===== src/rtl/aes_pkg.sv =====
// Shared types and constants for the AES-128 inverse-cipher sequencing logic.
package aes_pkg;

   localparam int unsigned NUM_ROUNDS     = 10;
   localparam int unsigned KEY_EXP_CYCLES = NUM_ROUNDS + 1;

   localparam logic [3:0] LAST_KEY_IDX = 4'(KEY_EXP_CYCLES - 1);
   localparam logic [3:0] FIRST_RK     = 4'(NUM_ROUNDS);
   localparam logic [3:0] FIRST_ROUND  = 4'(NUM_ROUNDS - 1);

   localparam logic [1:0] STEP_ADDKEY  = 2'b00;
   localparam logic [1:0] STEP_INVSRSB = 2'b01;
   localparam logic [1:0] STEP_INVMIX  = 2'b10;
   localparam logic [1:0] STEP_HOLD    = 2'b11;

   typedef enum logic [2:0] {
      StIdle,
      StKeyExp,
      StInitAdd,
      StInvSrsb,
      StAddKey,
      StInvMix,
      StDone
   } state_e;

endpackage


===== src/rtl/key_cache_flags.sv =====
// Tracks whether the key store holds a usable expansion of the current key.
module key_cache_flags (
   input  logic clk,
   input  logic n_rst,
   input  logic key_change,
   input  logic exp_start,
   input  logic exp_finish,
   input  logic exp_abort,
   output logic key_valid,
   output logic key_dirty
);

   always_ff @(posedge clk) begin
      if (!n_rst) begin
         key_valid <= 1'b0;
         key_dirty <= 1'b1;
      end else begin
         if (exp_abort) begin
            key_valid <= 1'b0;
         end else if (exp_finish) begin
            key_valid <= 1'b1;
         end
         // Dirty is cleared when expansion begins, so a change seen mid-expansion survives.
         if (key_change) begin
            key_dirty <= 1'b1;
         end else if (exp_start) begin
            key_dirty <= 1'b0;
         end
      end
   end

endmodule


===== src/rtl/decryption_round_scheduler.sv =====
// Control sequencer for the AES-128 inverse cipher: key expansion, initial
// AddRoundKey, then InvShiftRows/InvSubBytes, AddRoundKey, InvMixColumns rounds.
module decryption_round_scheduler
   import aes_pkg::*;
(
   input  logic       clk,
   input  logic       n_rst,
   input  logic       decryptEnable,
   input  logic       key_change,
   input  logic       abort,
   output logic       busy,
   output logic       done,
   output logic       out_valid,
   output logic       key_exp_en,
   output logic [3:0] key_idx,
   output logic [3:0] rk_sel,
   output logic       load_data,
   output logic [1:0] step_sel,
   output logic       state_en
);

   state_e     state_q, state_d;
   logic [3:0] round_q, round_d;
   logic [3:0] key_idx_q, key_idx_d;
   logic       out_valid_q, out_valid_d;
   logic       exp_start, exp_finish, exp_abort;
   logic       key_valid, key_dirty;

   key_cache_flags u_key_cache_flags (
      .clk        (clk),
      .n_rst      (n_rst),
      .key_change (key_change),
      .exp_start  (exp_start),
      .exp_finish (exp_finish),
      .exp_abort  (exp_abort),
      .key_valid  (key_valid),
      .key_dirty  (key_dirty)
   );

   always_ff @(posedge clk) begin
      if (!n_rst) begin
         state_q     <= StIdle;
         round_q     <= 4'd0;
         key_idx_q   <= 4'd0;
         out_valid_q <= 1'b0;
      end else begin
         state_q     <= state_d;
         round_q     <= round_d;
         key_idx_q   <= key_idx_d;
         out_valid_q <= out_valid_d;
      end
   end

   always_comb begin
      state_d     = state_q;
      round_d     = round_q;
      key_idx_d   = key_idx_q;
      out_valid_d = out_valid_q;
      exp_start   = 1'b0;
      exp_finish  = 1'b0;
      exp_abort   = 1'b0;
      busy        = 1'b0;
      done        = 1'b0;
      key_exp_en  = 1'b0;
      key_idx     = 4'd0;
      rk_sel      = 4'd0;
      load_data   = 1'b0;
      step_sel    = STEP_HOLD;
      state_en    = 1'b0;

      unique case (state_q)
         StIdle: begin
            if (decryptEnable) begin
               out_valid_d = 1'b0;
               if (key_valid && !key_dirty) begin
                  state_d = StInitAdd;
               end else begin
                  state_d   = StKeyExp;
                  key_idx_d = 4'd0;
                  exp_start = 1'b1;
               end
            end
         end
         StKeyExp: begin
            busy       = 1'b1;
            key_exp_en = 1'b1;
            key_idx    = key_idx_q;
            if (key_idx_q == LAST_KEY_IDX) begin
               exp_finish = 1'b1;
               key_idx_d  = 4'd0;
               state_d    = StInitAdd;
            end else begin
               key_idx_d = key_idx_q + 4'd1;
            end
         end
         StInitAdd: begin
            busy      = 1'b1;
            load_data = 1'b1;
            state_en  = 1'b1;
            rk_sel    = FIRST_RK;
            step_sel  = STEP_ADDKEY;
            round_d   = FIRST_ROUND;
            state_d   = StInvSrsb;
         end
         StInvSrsb: begin
            busy     = 1'b1;
            step_sel = STEP_INVSRSB;
            state_en = 1'b1;
            state_d  = StAddKey;
         end
         StAddKey: begin
            busy     = 1'b1;
            step_sel = STEP_ADDKEY;
            rk_sel   = round_q;
            state_en = 1'b1;
            // Zero test comes before any decrement, so round never wraps.
            if (round_q == 4'd0) begin
               out_valid_d = 1'b1;
               state_d     = StDone;
            end else begin
               state_d = StInvMix;
            end
         end
         StInvMix: begin
            busy     = 1'b1;
            step_sel = STEP_INVMIX;
            state_en = 1'b1;
            round_d  = round_q - 4'd1;
            state_d  = StInvSrsb;
         end
         StDone: begin
            done    = 1'b1;
            state_d = StIdle;
         end
         default: begin
            state_d = StIdle;
         end
      endcase

      if (abort) begin
         state_d     = StIdle;
         out_valid_d = 1'b0;
         key_idx_d   = 4'd0;
         exp_start   = 1'b0;
         exp_finish  = 1'b0;
         exp_abort   = (state_q == StKeyExp);
      end
   end

   assign out_valid = out_valid_q;

endmodule

===== config.mk =====
export PLATFORM = sky130hd
export DESIGN_NAME = decryption_round_scheduler
export DESIGN_NICKNAME = d
export VERILOG_FILES = /design/src/rtl/aes_pkg.sv /design/src/rtl/key_cache_flags.sv /design/src/rtl/decryption_round_scheduler.sv
export SDC_FILE = /design/constraint.sdc
export NUM_CORES = 1
export LEC_CHECK = 0
export ABC_CLOCK_PERIOD_IN_PS = 2000
export BUFFER_PORTS_ARGS = -buffer_cell sky130_fd_sc_hd__buf_2
export CORE_MARGIN = 2
export CORE_UTILIZATION = 25
export DETAILED_ROUTE_END_ITERATION = 6
export PLACE_DENSITY = 0.44
export SLEW_MARGIN = 20
export SYNTH_ARGS = -nofsm -noshare
export SYNTH_HDL_FRONTEND = slang
export SYNTH_SLANG_ARGS = --single-unit

===== constraint.sdc =====
create_clock -name clk -period 2 [get_ports clk]
set_input_delay 0.6 -clock clk [delete_from_list [all_inputs] [get_ports clk]]
set_output_delay 0.6 -clock clk [all_outputs]
set_load 0.05 [all_outputs]

==> impl_results.md <==
* Status: complete, no violations
* Avg Synthesized Cell Area at roughly 7.8 um^2
* Setup violators final at 0
* Worst path cell trace: buf_4 -> nand2b_4 -> nor3_4 -> buf_6
* Post-synth cell types at 39
* CP Capture Type: primary output
* VDD IR max at 0.2045 mV
* Worst Path Required at 1.40 ns
* Num CTS Buffers at 3
* Slew HR at about 69%
* Initial antenna violation count at 0
* Register area share after synthesis at a little under a third
* Critical Path Start Type: flip-flop
* Via density at ~5.0
* Fin area at ~1300 um^2
* Worst skew pair latency at 0.28 ns
* N_diodes at 0
* Die width at between 60 and 70 um
* Largest delay share family, worst path: flip-flops
* Final Hold Fails at 0
* Setup_tns at 0 ns
* Final period util at just under 100%
* Iteration-0 DRC Markers at 37
* Async set or reset register ratio after synthesis at 0%
* Via count at around 970
* Hold_buf cts at 0
* Crit path kind: reg2out
* TritonRoute pass-1 iters at 4
* Share of cells above drive strength 1 at about two fifths
* Number of enable-type register cells in the synthesized netlist at 0
* Synth Cell Area at around 910 um^2
* Reg clk slew, reported paths at approximately 0.090 ns
* Crit path buf inv count at 2
* Final hold slack at around 0.49 ns
* Core footprint at approximately 3400 um^2
* DR WL/cell at about 13 um
* PwrDens at between 400 and 500 nW/um^2
* CP max stage cell: dfxtp_4
* FF+latch count, synth at 14
* CTS Root Cell: clkbuf_4
* RSZ-0062 raised after global routing: yes
* Syn Inst Count at 117
* Leakage at 0.5166 nW
* Ys Warns at 0
* Hold WC Path Type: reg2reg
* Vias in the first global route at between 900 and 1000
* CP peak stage delay at 0.39 ns
* # port buffers at 20
* Syn Nets at 125
* Post-Route WL at between 2000 and 3000 um
* Pre-CTS setup slack at 0.09698 ns
* Row Count at 21
* Final #Nets at 157
* # Max-Cap Violations at 0
* Worst reg-to-reg setup slack at 0.37 ns
* Initial core utilization at 26.67%
* Largest net degree at the start of global routing at 13
* Final HPWL from detailed placement at 1854 um
* Critical path arrival at approximately 1.4 ns
* Area delta synth->final at 43.27%
* CTS tree: done
* Most used flip-flop cell after synthesis: dfxtp_1
* DIE HEIGHT at 64.36 um
* Worst setup margin at ~0.048 ns
* Crit path max fanout at 9
* Worst Tran Pin Value at ~0.46 ns
* Htree depth at 1
* Tmin final at between 1.5 and 2 ns
* Total Routing Usage GR at roughly 14%
* Clk_skew at roughly 0.0016 ns
* First-pass GRT wire length at roughly 4500 um
* GRT overflow at 0
* Fin. max-slew vios at 0
* Full die area at roughly 4100 um^2
* Placed cell areas at approximately 1100 um^2
* DRC at 0
* Clock Path Buffers at 2
* GP Congestion at between 0.7 and 0.8
* Clk sink count at 14
* Routed Antenna Nets at 0
* Final core utilization at between 30% and 40%
* Top Ports at 21
* Fmax at 512.3 MHz
[cell type report]
| cell class | count | area [um^2] |
|---|---|---|
| Fill cell | 378 | 2111 |
| Sequential cell | 14 | 291.5 |
| Clock buffer | 4 | 36.28 |
| Timing Repair Buffer | 36 | 259.0 |
| Multi-Input combinational cell | 87 | 634.4 |
| Tap cell | 46 | 57.56 |
| Inverter | 7 | 26.28 |
[report_power, final]
part / internal [W] / switching, W
Clock: 0.000111 / 0.0000985
Sequential: 0.000285 / 0.0000120
Combinational: 0.0000567 / 0.0000867
Total: 0.000452 / 0.000197
[cells in the final DEF (no fill, tap or decap), types with 2 or more instances in the layout]
| cell | netlist | layout |
|---|---|---|
| nor2b_4 | 0 | 2 |
| nor2_1 | 10 | 6 |
| buf_2 | 3 | 12 |
| and2_1 | 4 | 2 |
| nand2_1 | 6 | 6 |
| dfxtp_1 | 14 | 11 |
| nand2b_1 | 4 | 2 |
| nand3_1 | 3 | 3 |
| buf_4 | 1 | 18 |
| nor2_2 | 0 | 4 |
| o41ai_1 | 3 | 3 |
| a311oi_1 | 2 | 2 |
| or3_1 | 3 | 3 |
| a31oi_1 | 2 | 2 |
| a22oi_1 | 2 | 2 |
| a21oi_1 | 11 | 10 |
| ha_1 | 3 | 3 |
| o21ai_0 | 3 | 3 |
| a41oi_1 | 2 | 2 |
| nor3b_1 | 3 | 2 |
| nand3b_1 | 4 | 4 |
| dfxtp_4 | 0 | 3 |
| clkbuf_4 | 0 | 4 |
| nor3_2 | 0 | 3 |
| and2_2 | 0 | 2 |
| inv_1 | 7 | 7 |
| buf_6 | 1 | 5 |
[cell families (layout without fill, tap and decap cells)]
| family | Yosys count | after routing | share of synthesized area, % |
|---|---|---|---|
| simple gates | 51 | 51 | 32.14 |
| compound gates | 32 | 32 | 23.63 |
| buf+inv | 16 | 47 | 8.243 |
| flops | 14 | 14 | 30.77 |
| fa+ha+maj | 3 | 3 | 4.121 |
| mux | 1 | 1 | 1.099 |
[metrics by stage]
stage / power (W) / std cells
floorplan: 0.0003986 / 117
global placement: 0.0004341 / 184
detailed placement: 0.0004336 / 184
CTS: 0.0006554 / 190
global route: 0.0006903 / 194
finish: 0.0006496 / 194
[state kept, by name, indices dropped and copies added, names as in the netlist]
register / count
key_idx_q: 4
out_valid: 1
u_key_cache_flags.key_dirty: 1
u_key_cache_flags.key_valid: 1
round_q: 4
state_q: 3
[repair_timing]
action                                 CTS  global route
endpoints found under the hold margin    0             0
buffers inserted                         2             4
setup endpoints to repair               12             9
resized for setup                       23            12
pin swaps                                1             2
[metal layers]
metal	up-vias	part of all wire [%]	global-route usage (%)
met3	2	4.5	2.993
met5	-	0	0
met4	0	0.80	4.787
li1	490	-	-
met2	21	47	20.83
met1	458	48	19.13
[synth_stat cells, types with 2 or more instances]
cell	number	share of area (%)
a41oi_1	2	1.9
nor2_1	10	4.1
nand3_1	3	1.6
dfxtp_1	14	31
inv_1	7	2.9
a21oi_1	11	6.0
buf_1	2	0.82
nor2b_1	3	2.1
or3_1	3	2.1
a311oi_1	2	1.9
clkbuf_1	2	0.82
o21ai_0	3	1.6
nand2_1	6	2.5
nand3b_1	4	3.3
ha_1	3	4.1
nand2b_1	4	2.7
a31oi_1	2	1.4
o41ai_1	3	2.9
buf_2	3	1.6
nor3b_1	3	2.5
and2_1	4	2.7
nor3_1	5	2.7
a22oi_1	2	1.6
[tightest hold or removal path, cell delays in order (launching register included)]
cell,delay [ns]
dfxtp_1,0.33
nand2_1,0.06
a21oi_1,0.06
[worst paths after layout]
check	start	cells after the start	end
min reg2reg	out_valid	2	out_valid
max reg2reg	state_q[1]	4	u_key_cache_flags.key_dirty
max	state_q[1]	4	key_idx[2]
min	out_valid	2	out_valid
No activity file was read; power rests on OpenSTA's default activity.
